File: config.mk
export PLATFORM = sky130hd
export DESIGN_NAME = bingo_ball_drawer
export DESIGN_NICKNAME = d
export VERILOG_FILES = /design/src/rtl/bingo_ball_drawer.sv
export SDC_FILE = /design/constraint.sdc
export NUM_CORES = 1
export LEC_CHECK = 0
export ABC_AREA = 0
export BUFFER_PORTS_ARGS = -buffer_cell sky130_fd_sc_hd__buf_2
export CAP_MARGIN = 20
export CORE_MARGIN = 5
export CORE_UTILIZATION = 45
export CTS_BUF_LIST = sky130_fd_sc_hd__clkbuf_2 sky130_fd_sc_hd__clkbuf_4 sky130_fd_sc_hd__clkbuf_8
export DETAILED_ROUTE_END_ITERATION = 6
export GPL_TIMING_DRIVEN = 0
export PLACE_DENSITY_LB_ADDON = 0.15
export SETUP_SLACK_MARGIN = 0.1
export SLEW_MARGIN = 30
export SYNTH_ARGS = -nofsm -noshare
export SYNTH_HDL_FRONTEND = slang
export SYNTH_SLANG_ARGS = --single-unit
File: constraint.sdc
create_clock -name clk -period 13.2 [get_ports clk]
set_input_delay 2.64 -clock clk [delete_from_list [all_inputs] [get_ports clk]]
set_output_delay 2.64 -clock clk [all_outputs]
set_load 0.02 [all_outputs]
File: src/rtl/bingo_ball_drawer.sv
// Draws bingo balls 1..MAX_BALL without repetition: folds the PRNG value into
// a candidate, linearly probes past balls already drawn, presents on valid/ready.
module bingo_ball_drawer #(
  parameter int DATA_WIDTH = 8,
  parameter int MAX_BALL   = 75,
  parameter int BALL_WIDTH = 7
) (
  input  logic                  clk,
  input  logic                  rst,
  input  logic                  new_game,
  input  logic                  draw_req,
  input  logic [DATA_WIDTH-1:0] prng_number,
  output logic                  prng_enable,
  output logic                  busy,
  output logic [BALL_WIDTH-1:0] ball,
  output logic                  ball_valid,
  input  logic                  ball_ready,
  output logic [BALL_WIDTH-1:0] drawn_count,
  output logic                  all_drawn
);

  localparam int NSLOT = 2**BALL_WIDTH;
  localparam logic [BALL_WIDTH-1:0] MAX_B = BALL_WIDTH'(MAX_BALL);

  typedef enum logic [1:0] {IDLE, SAMPLE, PROBE, PRESENT} state_t;

  state_t                  state_q, state_d;
  logic [NSLOT-1:0]        drawn_q, drawn_d;
  logic [BALL_WIDTH-1:0]   ptr_q, ptr_d;
  logic [BALL_WIDTH-1:0]   ball_q, ball_d;
  logic                    ball_valid_q, ball_valid_d;
  logic [BALL_WIDTH-1:0]   count_q, count_d;
  logic                    prng_en_q;
  logic [BALL_WIDTH-1:0]   raw, cand;
  logic                    prng_unused;

  // Only the low BALL_WIDTH bits feed the fold; the rest is intentionally dropped.
  assign prng_unused = ^prng_number;
  assign raw         = prng_number[BALL_WIDTH-1:0];

  always_comb begin
    cand = raw;
    if (raw == '0)        cand = BALL_WIDTH'(1);
    else if (raw > MAX_B) cand = raw - MAX_B;
  end

  always_ff @(posedge clk or posedge rst) begin
    if (rst) begin
      state_q      <= IDLE;
      drawn_q      <= '0;
      ptr_q        <= BALL_WIDTH'(1);
      ball_q       <= '0;
      ball_valid_q <= 1'b0;
      count_q      <= '0;
      prng_en_q    <= 1'b0;
    end else begin
      state_q      <= state_d;
      drawn_q      <= drawn_d;
      ptr_q        <= ptr_d;
      ball_q       <= ball_d;
      ball_valid_q <= ball_valid_d;
      count_q      <= count_d;
      prng_en_q    <= 1'b1;
    end
  end

  always_comb begin
    state_d = state_q;
    if (new_game) state_d = IDLE;
    else begin
      case (state_q)
        IDLE:    if (draw_req && !all_drawn) state_d = SAMPLE;
        SAMPLE:  state_d = PROBE;
        PROBE:   if (!drawn_q[ptr_q]) state_d = PRESENT;
        PRESENT: if (ball_ready) state_d = IDLE;
        default: state_d = IDLE;
      endcase
    end
  end

  // Probe walks 1..MAX_BALL cyclically, so a free slot is found within MAX_BALL cycles.
  always_comb begin
    drawn_d      = drawn_q;
    ptr_d        = ptr_q;
    ball_d       = ball_q;
    ball_valid_d = ball_valid_q;
    count_d      = count_q;
    if (new_game) begin
      drawn_d      = '0;
      count_d      = '0;
      ball_valid_d = 1'b0;
    end else begin
      case (state_q)
        SAMPLE: ptr_d = cand;
        PROBE: begin
          if (!drawn_q[ptr_q]) begin
            drawn_d[ptr_q] = 1'b1;
            ball_d         = ptr_q;
            ball_valid_d   = 1'b1;
            count_d        = count_q + BALL_WIDTH'(1);
          end else begin
            ptr_d = (ptr_q == MAX_B) ? BALL_WIDTH'(1) : ptr_q + BALL_WIDTH'(1);
          end
        end
        PRESENT: if (ball_ready) ball_valid_d = 1'b0;
        default: ;
      endcase
    end
  end

  always_comb begin
    busy        = (state_q != IDLE);
    prng_enable = prng_en_q;
    ball        = ball_q;
    ball_valid  = ball_valid_q;
    drawn_count = count_q;
    all_drawn   = (count_q == MAX_B);
  end

endmodule

Word level (Yosys, flattened, before mapping) --
Index checks and enable logic that the tools add are counted.
Word-level totals: output and inout bits 18, bits in registers 153, word-level logic and storage cells 64
Operators by class: multiplexer cells 24, $lt $le $gt $ge 3, equality and inequality tests 10, bitwise operators 3, add/sub/neg operators 3, reduce and logical (&&, ||, !) cells 14
Operators by type and width (number):
- $mux W128 | 3
- $or A128 B128 Y128 | 1
- $mux W7 | 7
- $add A7 B1 Y7 const B | 2
- $eq A7 B7 Y1 const B | 2
- $pmux W7 S2 | 1
- $reduce_and A3 Y1 | 4
- $ne A3 B3 Y1 const B | 3
- $lt A7 B8 Y1 const B | 1
- $mux W2 | 4
- $pmux W2 S4 | 1
- $bmux W1 S7 | 1
- $demux W1 S7 | 1
- $ge A7 B1 Y1 const B | 1
- $gt A7 B7 Y1 const B | 1
- $logic_not A7 Y1 | 1
- $sub A7 B7 Y7 const B | 1
- $reduce_bool A2 Y1 | 3
- $mux W1 | 5
- $eq A2 B2 Y1 const B | 2
- $ne A2 B2 Y1 const B | 2
- $reduce_bool A3 Y1 | 1
- $eq A2 B1 Y1 const B | 1
- $logic_and A1 B1 Y1 | 2
- 5 further kinds | 6

Logic depth before layout (Yosys ltp) --
word-level depth 8, gate-level depth with buffers 14

Least setup slack after synthesis --
Ideal clock, no wire load.
kind in2reg, start point in prng_number[0], end point reg ptr_q[5], required time 13.080 ns, data arrival time 3.986 ns, stages on the path 7, path slack 9.094 ns, path buffers 0, path through ha_1 a31o_2 o311ai_0 nand2_1 nor3_1 a21oi_1 a31o_2
On the way: word-level cells in the longest chain between the ends 4, elaborated cells on any way between the ends 6
Ends and longest elaborated chain:
- from (decl) | RTL line 12 | input logic [DATA_WIDTH-1:0] prng_number,
- $sub A7 B7 Y7 / $gt A7 B7 Y1 (equally long branches) | RTL line 44 | else if (raw > MAX_B) cand = raw - MAX_B;
- $mux W7 | RTL line 44
- $mux W7 (*) | RTL line 43 | if (raw == '0) cand = BALL_WIDTH'(1);
- $pmux W7 S2 (*) | RTL line 93 | case (state_q)
- to (signal assigned) | RTL line 59 | ptr_q <= ptr_d;
- to (decl) | RTL line 29 | logic [BALL_WIDTH-1:0] ptr_q, ptr_d;
Mark *: on every way between the ends. The rest lies on a longest branch, timed or not. A chain may end at the register's enable or synchronous reset.

Worst setup path after layout --
start point reg ptr_q[0], end point reg drawn_q[87]
On the way: word-level cells in the longest chain between the ends 8, elaborated cells on any way between the ends 13
Ends and longest elaborated chain:
- $lt A7 B8 Y1 (implied by the code) / $ge A7 B1 Y1 (equally long branches) | RTL line 97 | drawn_d[ptr_q] = 1'b1;
- $logic_and A1 B1 Y1 (implied by the code) | RTL line 97
- $mux W1 (implied by the code) | RTL line 97
- $demux W1 S7 | RTL line 97
- $or A128 B128 Y128 (no line)
- $mux W128 | RTL line 96 | if (!drawn_q[ptr_q]) begin
- $mux W128 | RTL line 93
- $mux W128 | RTL line 88 | if (new_game) begin
- to (signal assigned) | RTL line 58 | drawn_q <= drawn_d;
- to (decl) | RTL line 28 | logic [NSLOT-1:0] drawn_q, drawn_d;
Several ways; a longest one is shown, not always the timed one. The select of a mux whose other input is x is not followed.

==> results.rst <==
.. list-table::
   :header-rows: 1

   * - Metric
     - Value
   * - Layout cells sized above 1
     - 0.1752
   * - GRT Overall Usage
     - 0.2433
   * - Cell count after synthesis
     - ~700
   * - Mean cell area of the mapped netlist
     - 11.09 µm²
   * - Crit path max fanout
     - 10
   * - WHS Endpoint
     - ball[1]
   * - Number of hold buffers added after CTS
     - 0
   * - DRC errors left
     - 0
   * - Hold WC Path Type
     - reg -> reg
   * - Placed cell area
     - approximately 8200 µm²
   * - Antenna violations before repair
     - 0
   * - Starting density of the core
     - 0.4531
   * - Final std cell area, no fill
     - about 8600 µm²
   * - Total Power Consumption
     - 0.001519 W
   * - CP endpoint kind
     - flip-flop
   * - Accumulated negative setup slack
     - 0 ps
   * - Number of cells after detailed placement
     - ~950
   * - Iter 0 DRT Violations
     - 573
   * - Synthesized flop and latch total
     - 153
   * - Worst path required time
     - 13590 ps
   * - Area share of the leading cell type in the synthesized netlist
     - 0.4922
   * - Synthesized cell area
     - 7727 µm²
   * - Aggregate global routing overflow
     - 0
   * - Met3 Wirelength
     - 1.714 mm
   * - Post-detailed-route wirelength per cell
     - 23.88 µm
   * - Filler-free cell count of the finished design
     - 984
   * - Cell type of the slowest stage on the worst timing path
     - clkbuf_1
   * - Clock tree from TritonCTS
     - done
   * - Logic depth of the worst register-to-register path
     - 13
   * - Area of the multi-input gates
     - 3551 µm²
   * - Clock buffers created by TritonCTS
     - 17
   * - Hold Path Cell Cnt
     - 2
   * - Async SR Flop Fraction
     - 1.000
   * - Filler Cells Inserted
     - 1570
   * - Most area-hungry cell type in the Yosys netlist
     - dfrtp_1
   * - Via count of the routed design
     - 6226
   * - Largest net degree at the start of global routing
     - a little over 80
   * - Met1 layer wirelength in the final routing
     - a little over 10 mm
   * - Die extent in y
     - 141.0 µm
   * - Resize count post-CTS
     - 0
   * - FF-to-FF setup slack
     - 8660 ps
   * - Full die area
     - about 20000 µm²
   * - R2r endpoint
     - drawn_q[87]
   * - Die width
     - 141.0 µm
   * - Maximum vdd ir drop
     - around 0.000090 V
   * - Achievable frequency
     - 220.4 MHz
   * - Average vias per placed instance
     - 6.327
   * - First-pass iteration count of the detailed router
     - 5
   * - Register cell area after layout
     - 3830 µm²
   * - Number of distinct standard cells referenced by the synthesized netlist
     - 69
   * - Routed met2 length
     - ~10 mm
   * - Most common cell after layout, fill and taps aside
     - dfrtp_1
   * - Minimum clock period after layout
     - 4537 ps
   * - Total detailed-routing wirelength
     - 23.50 mm
   * - Port-buffer cells
     - 28
   * - Global placer's final weighted congestion
     - 0.9414
   * - Main flop type after synthesis
     - dfrtp_1
   * - Type of element launching the critical path
     - flip-flop
   * - Critical path start-end classification
     - reg -> reg
   * - Skew-Pair Late Insertion Delay
     - 470 ps
   * - Number of primary I/O pins
     - 31
   * - Via count of the first global-routing pass
     - 6202
   * - Data arrival at the endpoint of the critical path
     - around 5000 ps
   * - First-pass GRT wire length
     - 36.83 mm
   * - Final-report max-slew violation count
     - 0
   * - Top post-synthesis cells by area
     - dfrtp_1, o2bb2ai_1, mux4_2
   * - Number of max-cap violations
     - 0
   * - Warning count from the yosys run
     - 0
   * - Net Count, Synth
     - 718
   * - Rel. slew slack
     - 0.3151
   * - Run status
     - completed
   * - Core area
     - 17060 µm²
   * - RSZ-0062 raised after global routing
     - no
   * - Share of the yosys chip area belonging to registers
     - 0.4956
   * - TritonCTS sink count
     - 153
   * - Number of nets with antenna violations after routing
     - 0
   * - Cell repeated most along the worst path
     - clkbuf_1
   * - Worst Min Path Start
     - ball[1]
   * - Clock Tree Root
     - clkbuf_8
   * - Detailed-placement wirelength estimate
     - 16.21 mm
   * - Clock Pin Slew Worst Setup and Hold Paths
     - 90 ps
   * - Core Rows
     - 48
   * - Cell chain of the critical path
     - buf_4 -> clkbuf_1 -> and2_1 -> clkbuf_1 -> a22oi_1 -> nand3_1 -> nand4_1 -> nor4_4 -> nand3_2 -> or2_1 -> clkbuf_1 -> buf_2 -> o2bb2ai_1
   * - Post-route fraction of the period consumed by the critical path
     - 0.3437
   * - Deepest level of the CTS H-tree
     - 4
   * - Number of nets in the layout
     - ~770
   * - P per Cell Area
     - around 180 nW/µm²
   * - Commonest cells after routing, fill and taps aside
     - dfrtp_1, o2bb2ai_1, nor2_1
   * - Final number of setup-violating endpoints
     - 0
   * - Leakage power summed over all cells
     - 3.610 nW
   * - Worst stage delay on the critical path
     - 710 ps
   * - Clk buf depth
     - 2
   * - Diode insertion count for antenna repair
     - 0
   * - EDFF count, synth
     - 0
   * - Synthesis-to-layout area growth
     - 11.63%
   * - Clock skew
     - 14.98 ps
   * - Worst Tran Pin Value
     - 1024 ps
   * - Final Hold Vio Count
     - 0
   * - Number of buffers added for setup after CTS
     - 0
   * - Core Util, Final
     - 0.5057
   * - Highest Signal Layer
     - met4
   * - Startpoint of the lowest-slack register-to-register path
     - ptr_q[0]
   * - Launching element of the worst setup path
     - ptr_q[0]
[cell usage after synthesis (all sizes together), types with 3 or more instances]
cell type,n
nor3,11
o21ai,15
or3,5
xnor2,4
a31oi,33
nand2,41
o21a,3
a211oi,3
a41oi,5
nor2,61
mux4,12
and2,4
buf,22
o2bb2ai,92
dfrtp,152
nand3b,6
mux2i,22
nor2b,15
nand3,21
a21o,5
ha,8
a221oi,3
a32oi,3
nand2b,9
a22o,4
or4,3
mux2,9
a22oi,11
inv,14
a21oi,23
or3b,3
nand4,13
clkbuf,33
[layer usage]
| layer | vias up | global-route usage |
|---|---|---|
| li1 | 2732 | - |
| met1 | 3153 | 0.3422 |
| met2 | 285 | 0.3599 |
| met3 | 56 | 0.04919 |
| met4 | 0 | 0.1198 |
| met5 | - | 0 |
[kinds of logic (layout without fill, tap and decap cells)]
| family | Yosys count | count (layout) | share of synthesized area |
|---|---|---|---|
| AOI/OAI and AO/OA | 215 | 215 | 0.2205 |
| muxes | 43 | 43 | 0.07707 |
| DFF | 153 | 153 | 0.4956 |
| xor gates and xnor gates | 6 | 6 | 0.006800 |
| and+or+nand+nor | 201 | 201 | 0.1407 |
| buffers and inverters | 70 | 132 | 0.04582 |
| adders and majority gates | 8 | 8 | 0.01295 |
| other | 1 | 1 | 0.0004853 |
[cell type report]
cell class / count / share of cell area
Timing Repair Buffer: 30 / 0.02031
Tap cell: 225 / 0.03264
Clock inverter: 14 / 0.02147
Sequential cell: 153 / 0.4440
Inverter: 15 / 0.007398
Clock buffer: 18 / 0.02800
Buffer: 55 / 0.03452
Multi-Input combinational cell: 474 / 0.4117
[how the worst max path moves through the flow]
stage	slack, ps	to	cells past startpoint
3_5_place_dp	8260	drawn_q[31]	6
2_1_floorplan	6440	ball[0]	1
3_3_place_gp	4890	drawn_q[54]	2
5_1_grt	8570	drawn_q[103]	13
4_1_cts	8750	drawn_q[27]	6
6_report	8660	drawn_q[87]	13
[sequential cells by signal (all words and copies together) (netlist names)]
register and cells:
ball 7, ball_valid 1, drawn_count 7, drawn_q 128, prng_enable 1, ptr_q 7
state_q 2
[metrics by stage]
| step | hold WS, ps | worst slack [ps] |
|---|---|---|
| finish | 480.4 | 8663 |
| global route | 507.9 | 8570 |
| CTS | 491.0 | 8749 |
| detailed placement | 469.3 | 8256 |
| global placement | 463.6 | 4886 |
| floorplan | 446.5 | 6440 |
[critical path, delay by kind of cell (launching register included)]
family,cells,cell delay [ps]
AND/OR/NAND/NOR,6,1690
AO/OA/AOI/OAI,2,430
flip-flops,1,550
buffers and inverters,5,1780
[where the power goes]
group | internal [W] | switching, W | total [W] | leakage (nW)
Combinational | 0.000176 | 0.000431 | 0.000607 | 1.29
Sequential | 0.000497 | 0.0000232 | 0.000520 | 2.11
Clock | 0.000194 | 0.000198 | 0.000392 | 0.212
(Power assumes the default switching activity.)
